===== config.mk =====
export PLATFORM = sky130hd
export DESIGN_NAME = sumsqr_accum
export DESIGN_NICKNAME = d
export VERILOG_FILES = /design/src/rtl/sumsqr_pkg.sv /design/src/rtl/sat_add.sv /design/src/rtl/sumsqr_accum.sv
export SDC_FILE = /design/constraint.sdc
export NUM_CORES = 1
export LEC_CHECK = 0
export ABC_AREA = 1
export CELL_PAD_IN_SITES_DETAIL_PLACEMENT = 0
export CELL_PAD_IN_SITES_GLOBAL_PLACEMENT = 1
export CORE_ASPECT_RATIO = 1.5
export CORE_UTILIZATION = 35
export DETAILED_ROUTE_END_ITERATION = 8
export PLACE_DENSITY = 0.84
export SYNTH_ARGS = -nofsm -noshare
export SYNTH_HDL_FRONTEND = slang
export SYNTH_HIERARCHICAL = 1
export SYNTH_SLANG_ARGS = --single-unit

===== constraint.sdc =====
create_clock -name clk -period 2.91 [get_ports clk]
set_input_delay 0.291 -clock clk [delete_from_list [all_inputs] [get_ports clk]]
set_output_delay 0.291 -clock clk [all_outputs]
set_load 0.005 [all_outputs]

===== src/rtl/sumsqr_pkg.sv =====
// rtl/sumsqr_pkg.sv - shared types and helpers for the sum-of-squares blocks
package sumsqr_pkg;

  typedef enum logic {
    IDLE  = 1'b0,
    ACCUM = 1'b1
  } sumsqr_accum_state_t;

  localparam int unsigned SAT_INC_MAX_WIDTH = 32;

  // Increment that sticks at the all-ones value of a counter 'width' bits wide.
  // Callers zero-extend into 32 bits and cast the result back down.
  function automatic logic [SAT_INC_MAX_WIDTH-1:0] sat_inc(
    input logic [SAT_INC_MAX_WIDTH-1:0] value,
    input int unsigned                  width
  );
    logic [SAT_INC_MAX_WIDTH-1:0] max_val;
    if (width >= SAT_INC_MAX_WIDTH) begin
      max_val = '1;
    end else begin
      max_val = (32'd1 << width) - 32'd1;
    end
    if (value >= max_val) begin
      return max_val;
    end
    return value + 32'd1;
  endfunction

endpackage


===== src/rtl/sat_add.sv =====
// rtl/sat_add.sv - unsigned saturating adder, wide accumulator plus narrower operand
module sat_add #(
  parameter int ACC_WIDTH = 48,
  parameter int WIDTH     = 32
) (
  input  logic [ACC_WIDTH-1:0] acc,
  input  logic [WIDTH-1:0]     operand,
  output logic [ACC_WIDTH-1:0] sum,
  output logic                 sat
);

  logic [ACC_WIDTH:0] wide;

  // One extra bit catches the carry; ACC_WIDTH >= WIDTH is assumed.
  always_comb begin
    wide = {1'b0, acc} + {{(ACC_WIDTH + 1 - WIDTH){1'b0}}, operand};
    sat  = wide[ACC_WIDTH];
    sum  = wide[ACC_WIDTH] ? {ACC_WIDTH{1'b1}} : wide[ACC_WIDTH-1:0];
  end

endmodule


===== src/rtl/sumsqr_accum.sv =====
// rtl/sumsqr_accum.sv - per-frame saturating accumulator with a one-entry result register
module sumsqr_accum
  import sumsqr_pkg::*;
#(
  parameter int WIDTH     = 32,
  parameter int ACC_WIDTH = 48,
  parameter int CNT_WIDTH = 16
) (
  input  logic                 clk,
  input  logic                 reset_l,
  input  logic                 in_valid,
  input  logic                 in_last,
  input  logic [WIDTH-1:0]     in_data,
  output logic                 out_valid,
  input  logic                 out_ready,
  output logic [ACC_WIDTH-1:0] out_data,
  output logic [CNT_WIDTH-1:0] out_count,
  output logic                 out_sat,
  output logic                 overrun,
  input  logic                 clear_overrun
);

  sumsqr_accum_state_t  state;
  logic [ACC_WIDTH-1:0] acc;
  logic [CNT_WIDTH-1:0] count;
  logic                 frame_sat;

  logic [ACC_WIDTH-1:0] add_base;
  logic [ACC_WIDTH-1:0] sum;
  logic                 add_sat;
  logic [CNT_WIDTH-1:0] cnt;
  logic                 cnt_sat;
  logic                 sat;
  logic                 load;

  // A beat in IDLE starts from zero, so the same adder serves both states.
  always_comb begin
    add_base = (state == ACCUM) ? acc : '0;
  end

  sat_add #(
    .ACC_WIDTH (ACC_WIDTH),
    .WIDTH     (WIDTH)
  ) u_sat_add (
    .acc     (add_base),
    .operand (in_data),
    .sum     (sum),
    .sat     (add_sat)
  );

  always_comb begin
    cnt     = CNT_WIDTH'(1);
    cnt_sat = 1'b0;
    sat     = add_sat;
    if (state == ACCUM) begin
      cnt     = CNT_WIDTH'(sat_inc(32'(count), CNT_WIDTH));
      cnt_sat = &count;
      sat     = frame_sat | add_sat | cnt_sat;
    end
    load = in_valid & in_last;
  end

  always_ff @(posedge clk or negedge reset_l) begin
    if (!reset_l) begin
      state     <= IDLE;
      acc       <= '0;
      count     <= '0;
      frame_sat <= 1'b0;
    end else if (in_valid) begin
      if (in_last) begin
        state     <= IDLE;
        acc       <= '0;
        count     <= '0;
        frame_sat <= 1'b0;
      end else begin
        state     <= ACCUM;
        acc       <= sum;
        count     <= cnt;
        frame_sat <= sat;
      end
    end
  end

  // Input side cannot stall: a fresh result always wins, and losing an
  // unaccepted one is recorded in the sticky overrun flag.
  always_ff @(posedge clk or negedge reset_l) begin
    if (!reset_l) begin
      out_valid <= 1'b0;
      out_data  <= '0;
      out_count <= '0;
      out_sat   <= 1'b0;
      overrun   <= 1'b0;
    end else begin
      if (load) begin
        out_valid <= 1'b1;
        out_data  <= sum;
        out_count <= cnt;
        out_sat   <= sat;
      end else if (out_ready) begin
        out_valid <= 1'b0;
      end
      if (load && out_valid && !out_ready) begin
        overrun <= 1'b1;
      end else if (clear_overrun) begin
        overrun <= 1'b0;
      end
    end
  end

endmodule


Word-level counts from Yosys, hierarchy flattened. Cells that the tools add are included.

Add/subtract/negate cells: 2. $lt $le $gt $ge: 1. Muxes and demuxes: 17. Bitwise logic cells: 3. Reductions and logical operators: 6.

Operators by type and width (count): $mux W48 (3); $mux W16 (4); $add A48 B32 Y49 (1); $ge A16 B32 Y1 (1); $mux W32 (1); $add A16 B1 Y16 const B (1); $reduce_and A16 Y1 (1); $mux W1 (9); $reduce_bool A2 Y1 (2); $logic_and A1 B1 Y1 (2); $or A1 B1 Y1 (2); $and A1 B1 Y1 (1); $logic_not A1 Y1 (1).

Register bits after elaboration: 133. Input port bits: 38. Logic and storage cells: 38.

Logic depth before layout (Yosys ltp). Gate-level depths: netlist of run 1.

Word-level depth: 7. Depth in mapped cells: 23.

Modules after synthesis. The synthesis of run 1 kept the hierarchy.

By module, submodules not included: sumsqr_accum (instances 1, cells an instance 707, area an instance 5794.3 µm², seq. area each 3328.2 µm²); sat_add (instances 1, cells an instance 824, area an instance 3868.7 µm², seq. area each 0.0 µm²).

Worst setup path after synthesis of run 1. Ideal clock, no wire load.

Path kind: register -> register. Start point: register state. End point: register frame_sat. Library setup time: 0.117 ns. Data arrival time: 3.023 ns. Required time: 2.793 ns. Slack: -0.230 ns. Stages on the path, launching flop included: 24. Clock period less this slack: 3.140 ns. Cell sequence: dfrtp_1 -> clkbuf_1 -> clkbuf_1 -> nand2_1 -> inv_1 -> ha_1 -> fa_1 -> nand2_1 -> nand2_1 -> nand3_1 -> nand2_1 -> nand2_1 -> nand2_2 -> nand2_2 -> nand2_4 -> nand2_2 -> buf_6 -> buf_12 -> inv_2 -> or2_2 -> o21ai_0 -> nand2_1 -> nand2_1 -> nand2_1.

Word-level cells in the longest chain between the ends: 6.

RTL lines: start, declared (RTL line sumsqr_accum.sv:23) `sumsqr_accum_state_t state;`; start signal, assigned (RTL line sumsqr_accum.sv:65) `state <= IDLE;`; start signal, assigned (RTL line sumsqr_accum.sv:71) `state <= IDLE;`; start signal, assigned (RTL line sumsqr_accum.sv:76) `state <= ACCUM;`; $mux W48 (*) (RTL line sumsqr_accum.sv:38) `add_base = (state == ACCUM) ? acc : '0;`; via add_base[0] (RTL line sumsqr_accum.sv:28) `logic [ACC_WIDTH-1:0] add_base;`; $add A48 B32 Y49 (*) (RTL line sat_add.sv:16) `wide = {1'b0, acc} + {{(ACC_WIDTH + 1 - WIDTH){1'b0}}, operand};`; via add_sat (RTL line sumsqr_accum.sv:30) `logic add_sat;`; $or A1 B1 Y1 (2 in a row) (RTL line sumsqr_accum.sv:58) `sat = frame_sat | add_sat | cnt_sat;`; $mux W1 (*) (RTL line sumsqr_accum.sv:55) `if (state == ACCUM) begin`; $mux W1 (*) (RTL line sumsqr_accum.sv:70) `if (in_last) begin`; end signal, assigned (RTL line sumsqr_accum.sv:79) `frame_sat <= sat;`; end, declared (RTL line sumsqr_accum.sv:26) `logic frame_sat;`.

Mark *: on every way through the listed nets, which the timed path passes. The rest lies on a longest branch. A chain may end at the register's enable or synchronous reset.

Worst setup path after layout of run 1.
Start point: register state. End point: register acc[13].

Word-level cells in the longest chain between the ends: 4.

RTL lines: $mux W48 (RTL line sumsqr_accum.sv:38); via add_base[10] (RTL line sumsqr_accum.sv:28); $add A48 B32 Y49 (RTL line sat_add.sv:16); $mux W48 (RTL line sat_add.sv:18) `sum = wide[ACC_WIDTH] ? {ACC_WIDTH{1'b1}} : wide[ACC_WIDTH-1:0];`; via sum[13] (RTL line sumsqr_accum.sv:29) `logic [ACC_WIDTH-1:0] sum;`; $mux W48 (RTL line sumsqr_accum.sv:70); end signal, assigned (RTL line sumsqr_accum.sv:77) `acc <= sum;`; end, declared (RTL line sumsqr_accum.sv:24) `logic [ACC_WIDTH-1:0] acc;`.

The timed path passes the listed nets, and every way through them passes these cells.

==> summary.txt, run 1 <==
Drt
  – Via/cell ratio: between 4 and 5
  – Wire per inst: 15.7 um
  – Pre-Repair DR Iteration Count: 5
  – DR DRC count: 0
  – Final wirelength: between 30 and 40 mm
  – Routed Antenna Nets: 0
  – Detailed Route Iter0 Violations: approximately 550
  – Routed via count: roughly 9700

Timing
  – Clk_skew: 0.0157 ns
  – Fin crit period: around 2.8 ns
  – Worst hold slack: between 0.4 and 0.5 ns
  – Final worst-path cycle share: between 90 and 100%
  – Final setup violation count: 0
  – Max Slew Vio Count: 0
  – Final hold violations: 0
  – Worst slew margin: about 44%
  – Slew @ Worst Pin: around 0.83 ns
  – Unrepaired setup endpoints after global routing: true
  – Fmax: 0.357 GHz

Synthesis
  – Net Count, Synth: ~1600
  – Multiplexer share of the synthesized area: 0%
  – Cell taking the most area after synthesis: dfrtp_1
  – Xor/xnor share of the synthesized area: 2.27%
  – Asr flop ratio synth: 100%
  – Synth Area per Inst: 6.31 um2
  – Register area share after synthesis: between 30% and 40%
  – Cell Area, Synth: between 9000 and 10000 um2
  – Largest family of logic cells by synthesized area: simple AND/OR/NAND/NOR gates
  – Most common library cells after synthesis: nand2_1, inv_1, dfrtp_1
  – Number of synthesized flops with an enable pin: 0
  – Post-Synthesis Cells: ~1500
  – Simple-gate share of the synthesized area: a little under two fifths
  – Netlist cell types: 38
  – Ys Warns: 6
  – Top cell type's share of synthesized area: about a third
  – Most frequent cell after synthesis: nand2_1
  – Seq cells post-synth: about 130
  – Post-synthesis compound-gate area fraction: under 10%
  – Top post-synthesis cells by area: dfrtp_1, nand2_1, inv_1
  – Prevailing post-synth register cell: dfrtp_1
  – Post-synthesis adder-cell area fraction: under 10%

Place
  – Placed Area: ~11000 um2
  – Final RePlAce weighted congestion: between 0.9 and 1
  – PortBufs: between 100 and 150
  – DP HPWL: approximately 25 mm

Global route
  – GRT overflow: 0
  – Number of global-route vias before repair: 9416
  – GRT Overall Usage: a little under a quarter
  – Largest net degree at the start of global routing: 76
  – Initial antenna violation count: 1
  – Global-route wire length before repair: 49.4 mm

Clock tree
  – Clock edge transition at the registers on the reported setup and hold paths: around 0.060 ns
  – Total CTS buffers: 17
  – Clk sinks: ~130
  – H-Tree Depth: 4
  – Max clock buf depth: 2
  – Root buf cell: clkbuf_16
  – Clock latency at the later pin of the worst-skew pair: approximately 0.43 ns
  – CTS tree: yes

Job
  – Max_cap viols: 0

Finish
  – Design Area, Final: between 10000 and 15000 um2
  – Finished Core Util: 45.6%
  – Area growth, synth to finish: 28.6%
  – # diodes: 0
  – Share of cells above drive strength 1: 12.5%
  – NumNets Final: approximately 1800

Critical path
  – Worst EP arrival: 3.07 ns
  – Slowest CP cell: dfrtp_2
  – Endpoint class of the critical path: register
  – Worst Setup Path Type: reg2reg
  – Slowest stage delay, CP: 0.44 ns
  – Critical Path Start Type: register
  – CP required: between 3 and 4 ns
  – Cells along the critical path: buf_4, buf_4, nand2_1, inv_1, ha_1, buf_4, nand2_1, nand2_1, nand2_1, nand2_1, a21oi_1, nand2_1, xor2_1, or2_1, inv_1, o21ai_0
  – Max FO, Critical Path: 9
  – Most used cell, CP: nand2_1

Hold path
  – Min-Delay Path Class: in2async

Power
  – Power per cell area: 512 nW/um2
  – Leakage power: 6.93 nW
  – Peak supply drop: approximately 0.44 mV

Floorplanning
  – Initial core utilization: between 30% and 40%
  – DIE WIDTH: between 100 and 150 um
  – Cell Rows: 74
  – Core ar.: between 20000 and 30000 um2
  – IO Count: ~110
  – Die Y: about 210 um
  – Total die area: between 20000 and 30000 um2

Outcome
  – Outcome: completed
metal layers:
layer	global-route usage [%]	vias to the layer above	wire length (um)	share of wire, %
met3	3.57	72	1170	3.7
li1	-	4942	-	-
met2	41.4	246	16200	51
met1	26.5	4419	13000	40
met5	0	-	13	0.041
met4	12.8	2	1690	5.3
report_power, final:
group / switching (mW) / internal (mW)
clock network: 0.880 / 1.25
logic: 1.16 / 0.874
registers: 0.139 / 2.06
worst paths after layout:
path / slack [ns] / from / to / cells after the start
worst max-delay path: 0.11 / state / acc[13] / 16
worst min-delay path: 0.41 / reset_l / out_count[11] / 2
worst max register to register: 0.11 / state / acc[13] / 16
worst min register to register: 0.48 / out_count[10] / out_count[10] / 2
max in group asynchronous: 1.69 / reset_l / state / 3
min in group clk: 0.45 / clear_overrun / overrun / 2
cell usage in the layout (no fill, tap or decap), types with 2 or more instances in the layout:
cell type        netlist  final
ha_4                   0      9
o21ai_0              111    104
nand2_2               11     26
clkinv_2               0      2
inv_2                  8     13
nand3_1              107    101
inv_1                310    305
clkbuf_8               0      3
nor2_4                 6      7
nand4_1               21     21
clkbuf_16              0     17
nor2_2                 3     15
o22ai_1                2      2
nor2_1                91     78
or2_2                 10     10
o21bai_1               3      3
ha_1                  33     22
nand2_1              560    542
buf_12                 1      6
nor3_1                 4      4
nand3_2                8     14
buf_6                  1      3
dfrtp_1              133    132
ha_2                   0      2
xor2_1                24     24
o21ai_1                5     11
a21oi_2                1      4
a21oi_1               20     16
buf_4                  1     61
or2_1                  9      9
clkinv_4               0      5
nand3b_1               2      2
clkdlybuf4s50_1        0    103
nand2_4                2      5
nor3_4                 1      3
cells by family after synthesis:
kind of cell             count (synthesis)
adder cells (fa/ha/maj)                 34
AO/OA/AOI/OAI                          144
buffers and inverters                  356
flip-flops                             133
AND/OR/NAND/NOR                        839
XOR/XNOR                                25
sequential cells by signal (all words and copies together) (netlist names):
| signal | cells |
|---|---|
| acc | 48 |
| out_data | 48 |
| count | 16 |
| out_count | 16 |
| frame_sat | 1 |
| out_sat | 1 |
| out_valid | 1 |
| overrun | 1 |
| state | 1 |
timing repair:
item / CTS / global route
hold buffers: 1 / 0
resized for setup: 0 / 75
setup buffers: 0 / 10
setup endpoints to repair: 0 / 93
hold endpoints to repair: 58 / 0
critical path, delay by kind of cell, from the launching register on:
| kind | cells | cell delay (ns) |
|---|---|---|
| simple gates | 7 | 0.87 |
| buf+inv | 5 | 0.58 |
| flops | 1 | 0.44 |
| fa+ha+maj | 1 | 0.32 |
| xor+xnor | 1 | 0.22 |
| compound gates | 2 | 0.21 |
stage by stage:
step | setup TNS [ns] | total power, mW | worst slack [ns] | std cells
6_report | 0 | 6.36 | 0.112 | 2040
5_1_grt | -0.178 | 6.73 | -0.0330 | 2040
2_1_floorplan | 0 | 3.24 | 0.00128 | 1531
4_1_cts | 0 | 6.29 | 0.0151 | 2030
3_3_place_gp | 0 | 4.13 | 0.0331 | 1998
3_5_place_dp | 0 | 4.13 | 0.0410 | 1998
final cells by class:
type | count | area, um2
fill | 2879 | 14800
clock buffer | 21 | 470
sequential | 133 | 3330
multi-input combinational | 1042 | 5250
tap | 342 | 428
inverter | 318 | 1190
clock inverter | 10 | 100
timing repair buffer | 174 | 1650
(Power assumes the default switching activity.)
==> run 2: changes to the inputs <==
Settings changed: CORE_MARGIN set to 3, GPL_ROUTABILITY_DRIVEN set to 0.
==> run 2 against run 1 <==
Compared with the run above: sequential share of layout area is 0.60 points higher; setup slack better by 0.038 ns; sequential power hardly changed; maximum frequency is 1.4% higher; combinational power is 6% lower; design area is 2.2% lower; clock power is 5% higher; cell count is 1.2% lower; critical endpoint is now acc[44].
==> summary.txt, run 2 (synthesis results as in run 1) <==
Clock tree
  – Max clock buf depth: 2
  – Clk sinks: between 100 and 150
  – Clock edge transition at the registers on the reported setup and hold paths: 0.06 ns
  – Total CTS buffers: 17
  – CTS tree: yes
  – Root buf cell: clkbuf_16
  – H-Tree Depth: 4
  – Clock latency at the later pin of the worst-skew pair: approximately 0.43 ns

Critical path
  – Slowest stage delay, CP: around 0.48 ns
  – Max FO, Critical Path: 6
  – CP required: approximately 3.2 ns
  – Endpoint class of the critical path: register
  – Critical Path Start Type: register
  – Most used cell, CP: nand2_1
  – Worst Setup Path Type: reg2reg
  – Worst EP arrival: between 3 and 4 ns
  – Cells along the critical path: buf_4, buf_4, nand2_1, inv_1, ha_1, nand2_1, inv_1, nand2_1, nor2_2, buf_4, nand2_1, nor2_1, nand2_1, nand3_1, nand2_1, nand3_1, inv_1, o21ai_0
  – Slowest CP cell: dfrtp_2

Global route
  – GRT overflow: 0
  – Global-route wire length before repair: 48.9 mm
  – Largest net degree at the start of global routing: 65
  – GRT Overall Usage: between 20% and 30%
  – Initial antenna violation count: 0
  – Number of global-route vias before repair: 9386

Timing
  – Fmax: 0.362 GHz
  – Final hold violations: 0
  – Final worst-path cycle share: 94.9%
  – Slew @ Worst Pin: approximately 0.87 ns
  – PnR worst setup slack: 0.150 ns
  – Worst slew margin: between 40% and 50%
  – Final setup violation count: 0
  – Max Slew Vio Count: 0
  – Worst hold slack: around 0.35 ns
  – Clk_skew: 0.0144 ns
  – TNS Setup: 0 ns
  – Fin crit period: approximately 2.8 ns

Power
  – Sequential power share: between 30% and 40%
  – Leakage power: 6.76 nW
  – Logic pwr share: between 30% and 40%
  – Power per cell area: 522 nW/um2
  – Peak supply drop: around 0.48 mV
  – Psw: ~2.1 mW
  – Power, Total: ~6.3 mW
  – Int Power: ~4.3 mW
  – Switching Fraction: approximately a third
  – Clock share of power: between 30% and 40%

Floorplanning
  – Total die area: 29700 um2
  – Initial core utilization: between 30 and 40%
  – Cell Rows: 73
  – IO Count: around 110
  – Die Y: about 210 um
  – DIE WIDTH: approximately 140 um
  – Core ar.: roughly 27000 um2

Finish
  – # diodes: 0
  – Seq. cell area: roughly 3300 um2
  – Fillcell total: slightly below 3000
  – Commonest non-fill, non-tap cell in the layout: nand2_1
  – NumNets Final: roughly 1700
  – Area of the multi-input gates: 5100 um2
  – Commonest cells after routing, fill and taps aside: nand2_1, inv_1, dfrtp_1, o21ai_0, nand3_1
  – Regs by FF count: acc (48), out_data (48)
  – Final instance count without filler cells: between 2000 and 2500
  – Area growth, synth to finish: 25.8%
  – Share of cells above drive strength 1: a little under a tenth

Outcome
  – Outcome: completed

Drt
  – Pre-Repair DR Iteration Count: 5
  – Routed via count: ~9500
  – Routed Antenna Nets: 0
  – Wire per inst: roughly 15 um
  – Final wirelength: approximately 30 mm
  – Via/cell ratio: between 4 and 5
  – DR DRC count: 0
  – Detailed Route Iter0 Violations: about 550

Place
  – DP HPWL: roughly 24 mm
  – Worst slack, placed: 0.0470 ns
  – PortBufs: about 100
  – Placed cells: 1978

Hold path
  – Min-Delay Path Class: in2async

Job
  – Max_cap viols: 0
-- run 2: changes by cell type in the layout (fill, tap and decap cells not counted), moves of 4 or more --
cell	change
clkbuf_1	+4
ha_4	-5
buf_4	-22
nand2_2	-9
nand3_1	+4
nand3_2	-4
inv_2	-5
inv_1	+5
nor2_1	+6
nand2_1	+10
nor2_2	-5
-- run 2: worst paths after layout --
path / startpoint / end / slack, ns / cells after the start
worst min-delay path: reset_l / count[9] / 0.35 / 2
worst max-delay path: state / acc[44] / 0.15 / 18
worst max register to register: state / acc[44] / 0.15 / 18
worst min register to register: out_count[11] / out_count[11] / 0.48 / 2
min in group clk: clear_overrun / overrun / 0.44 / 2
max in group asynchronous: reset_l / out_data[6] / 1.80 / 3
-- run 2: layout make-up --
| class | instances | area share (%) |
|---|---|---|
| Sequential cell | 133 | 27.4 |
| Tap cell | 337 | 3.47 |
| Timing Repair Buffer | 153 | 12.3 |
| Clock inverter | 7 | 0.988 |
| Multi-Input combinational cell | 1042 | 42.0 |
| Inverter | 318 | 9.82 |
| Clock buffer | 25 | 4.00 |
-- run 2: critical path: cells and delay by family (launching register included) --
family,cells,cell delay [ns]
adder cells (fa/ha/maj),1,0.28
AND/OR/NAND/NOR,10,1.08
buffers and inverters,6,0.62
AO/OA/AOI/OAI,1,0.19
flip-flops,1,0.48
-- run 2: through the flow --
stage               instance area [um2]  util, %
global placement                  11400     42.3
global route                      12200     45.3
finish                            12200     45.3
CTS                               12000     44.6
detailed placement                11400     42.3
floorplan                          9690        -
-- run 2: timing repair --
item                                    CTS  global route
endpoints found under the setup margin    1            70
pin swaps                                 0             2
hold endpoints to repair                 39             0
buffers inserted                          0             4
resized for setup                         1            33
hold buffers                              1             0
-- run 2: per-layer routing --
| layer | vias to the layer above | part of all wire [%] | GRT usage [%] |
|---|---|---|---|
| li1 | 4909 | - | - |
| met1 | 4295 | 42 | 25.2 |
| met2 | 227 | 50 | 36.2 |
| met3 | 57 | 3.8 | 3.08 |
| met4 | 0 | 3.5 | 8.28 |
| met5 | - | 0 | 0 |
-- run 2: power by group through the flow --
stage               Sequential [mW]  Clock, mW  Combinational (mW)
finish                         2.20       2.24                1.91
global route                   2.22       2.37                2.14
CTS                            2.20       2.29                1.86
detailed placement             2.23          0                1.86
global placement               2.23          0                1.84
floorplan                      2.20          0                1.03
==> run 3: changes to the inputs <==
Settings changed: CTS_BUF_LIST set to sky130_fd_sc_hd__clkbuf_4, MAX_ROUTING_LAYER set to met4.
==> run 3 against run 2 <==
Compared with the run above: design area fell by 2.1%; core utilization fell by 0.96 points; register-to-register slack got worse by 0.03 ns; clock power fell by 39%; die area did not move; global-route usage rose by 0.42 points; sequential power barely moved; combinational power barely moved; maximum frequency fell by 0.92%; critical path depth fell by 1.
==> summary.txt, run 3 (synthesis results as in run 1) <==
Critical path
  – Critical path's top delay family: simple AND/OR/NAND/NOR gates
  – Worst Setup Path Type: reg2reg
  – Worst EP arrival: 3.26 ns
  – Cells along the critical path: buf_12, buf_12, nand2_1, inv_1, ha_2, nand2_2, buf_4, a21oi_1, buf_4, nand3_1, nand3_1, nand2_1, nand3_1, nand2_1, nand3_1, inv_1, o21ai_0
  – WP depth: 17
  – R2r startpoint: state
  – Max FO, Critical Path: 13
  – Slowest stage delay, CP: approximately 0.47 ns
  – FF-to-FF setup slack: about 0.12 ns
  – RR Endpoint: out_data[44]
  – Slowest CP cell: dfrtp_2
  – Worst r2r path cells: 17
  – Most used cell, CP: nand3_1
  – Buf/Inv on CP: 6
  – CP required: 3.38 ns
  – Endpoint class of the critical path: register
  – Critical Path Start Type: register

Global route
  – Met1 Use GR: between 20% and 30%
  – Number of global-route vias before repair: just over 9000
  – Largest net degree at the start of global routing: 65
  – Global-route wire length before repair: 48.4 mm
  – Met2 usage: 36.1%
  – GR peak layer: met2
  – GRT Overall Usage: around a fifth
  – Grt met3 use: 2.67%
  – GRT overflow: 0
  – Initial antenna violation count: 1

Clock tree
  – Clock latency at the later pin of the worst-skew pair: between 0.5 and 0.6 ns
  – Clk sinks: around 130
  – CTS tree: yes
  – Total CTS buffers: 17
  – Root buf cell: clkbuf_4
  – Max clock buf depth: 2
  – H-Tree Depth: 4
  – Clock edge transition at the registers on the reported setup and hold paths: 0.12 ns

Timing
  – TNS Setup: 0 ns
  – Final hold violations: 0
  – Worst slew margin: 41.0%
  – Fmax: around 0.36 GHz
  – Fin crit period: roughly 2.8 ns
  – Max Slew Vio Count: 0
  – Final worst-path cycle share: approximately 96%
  – Slew @ Worst Pin: about 0.9 ns
  – Final setup violation count: 0
  – Clk_skew: 0.0278 ns

Power
  – Int Power: around 3.5 mW
  – Leakage power: about 6.7 nW
  – Power, Total: around 5.5 mW
  – Logic pwr share: a little over a third
  – Peak supply drop: ~0.34 mV
  – Switching Fraction: a little over a third
  – Clock share of power: between 20 and 25%
  – Power per cell area: 461 nW/um2
  – Sequential power share: between 40% and 50%
  – Psw: roughly 2.0 mW

Drt
  – Routed via count: roughly 9400
  – Detailed Route Iter0 Violations: ~500
  – Final wirelength: around 30 mm
  – Via/cell ratio: between 4 and 5
  – Routed Antenna Nets: 0
  – Wire per inst: 14.9 um
  – DR DRC count: 0
  – Pre-Repair DR Iteration Count: 5

Floorplanning
  – Core ar.: roughly 27000 um2
  – DIE WIDTH: 142 um
  – Total die area: 29700 um2
  – Cell Rows: 73
  – IO Count: 105
  – Die Y: 210 um
  – Initial core utilization: 36.0%

Hold path
  – Min-Delay Path Class: in2async

Finish
  – Fillcell total: between 2000 and 3000
  – Area growth, synth to finish: 23.1%
  – Finished Core Util: roughly 44%
  – Regs by FF count: acc (48), out_data (48)
  – Commonest non-fill, non-tap cell in the layout: nand2_1
  – NumNets Final: about 1700
  – Final instance count without filler cells: slightly above 2000
  – Share of cells above drive strength 1: between 10% and 20%
  – Commonest cells after routing, fill and taps aside: nand2_1, inv_1, dfrtp_1, o21ai_0
  – Seq. cell area: about 3300 um2
  – Area of the multi-input gates: 5140 um2

Place
  – DP HPWL: 24.2 mm
  – PortBufs: roughly 100
  – Placed cells: about 2000

Job
  – Max_cap viols: 0

Outcome
  – Outcome: completed
-- run 3: cell count changes in the layout (fill, tap and decap cells not counted), moves of 3 or more --
cell	delta
clkinv_1	+3
clkbuf_16	-17
clkbuf_4	+22
clkbuf_8	-3
ha_1	-3
clkbuf_1	-5
-- run 3: cell type report --
| cell class | instances | share of cell area (%) |
|---|---|---|
| timing repair buffer | 153 | 12.7 |
| sequential | 133 | 28.0 |
| multi-input combinational | 1042 | 43.2 |
| clock inverter | 10 | 1.10 |
| inverter | 318 | 10.0 |
| tap | 337 | 3.54 |
| clock buffer | 22 | 1.39 |
| antenna | 1 | 0.0210 |
-- run 3: what timing repair did --
action / CTS / global route
hold buffers: 1 / 0
resized for setup: 0 / 41
buffers inserted: 0 / 4
hold endpoints to repair: 39 / 0
endpoints found under the setup margin: 0 / 95
-- run 3: worst max path at each step --
stage                         endpoint  slack, ns  startpoint
after floorplan              frame_sat      0.001       state
after global placement     out_data[2]       0.07  in_data[0]
after detailed placement        acc[2]       0.05  in_data[0]
after CTS                      acc[46]       0.02       state
after global routing      out_data[34]      -0.02       state
final                     out_data[44]       0.12       state
-- run 3: power by group through the flow --
| stage | Combinational (mW) | Clock (mW) | Sequential [mW] |
|---|---|---|---|
| 2_1_floorplan | 1.03 | 0 | 2.20 |
| 3_3_place_gp | 1.84 | 0 | 2.23 |
| 3_5_place_dp | 1.86 | 0 | 2.23 |
| 4_1_cts | 1.86 | 1.41 | 2.19 |
| 5_1_grt | 2.16 | 1.47 | 2.22 |
| 6_report | 1.93 | 1.36 | 2.19 |
-- run 3: per-layer routing --
layer | part of all wire [%] | vias to the layer above
met5 | 0 | -
met4 | 3.6 | 0
met3 | 3.1 | 61
met2 | 51 | 211
met1 | 43 | 4255
li1 | - | 4906
-- run 3: through the flow --
| stage | hold slack [ns] | setup WS (ns) | cell area (um2) |
|---|---|---|---|
| 2_1_floorplan | -0.00459 | 0.00128 | 9690 |
| 3_3_place_gp | 0.235 | 0.0679 | 11400 |
| 3_5_place_dp | 0.241 | 0.0470 | 11400 |
| 4_1_cts | 0.153 | 0.0180 | 11700 |
| 5_1_grt | 0.203 | -0.0173 | 11900 |
| 6_report | 0.195 | 0.124 | 11900 |
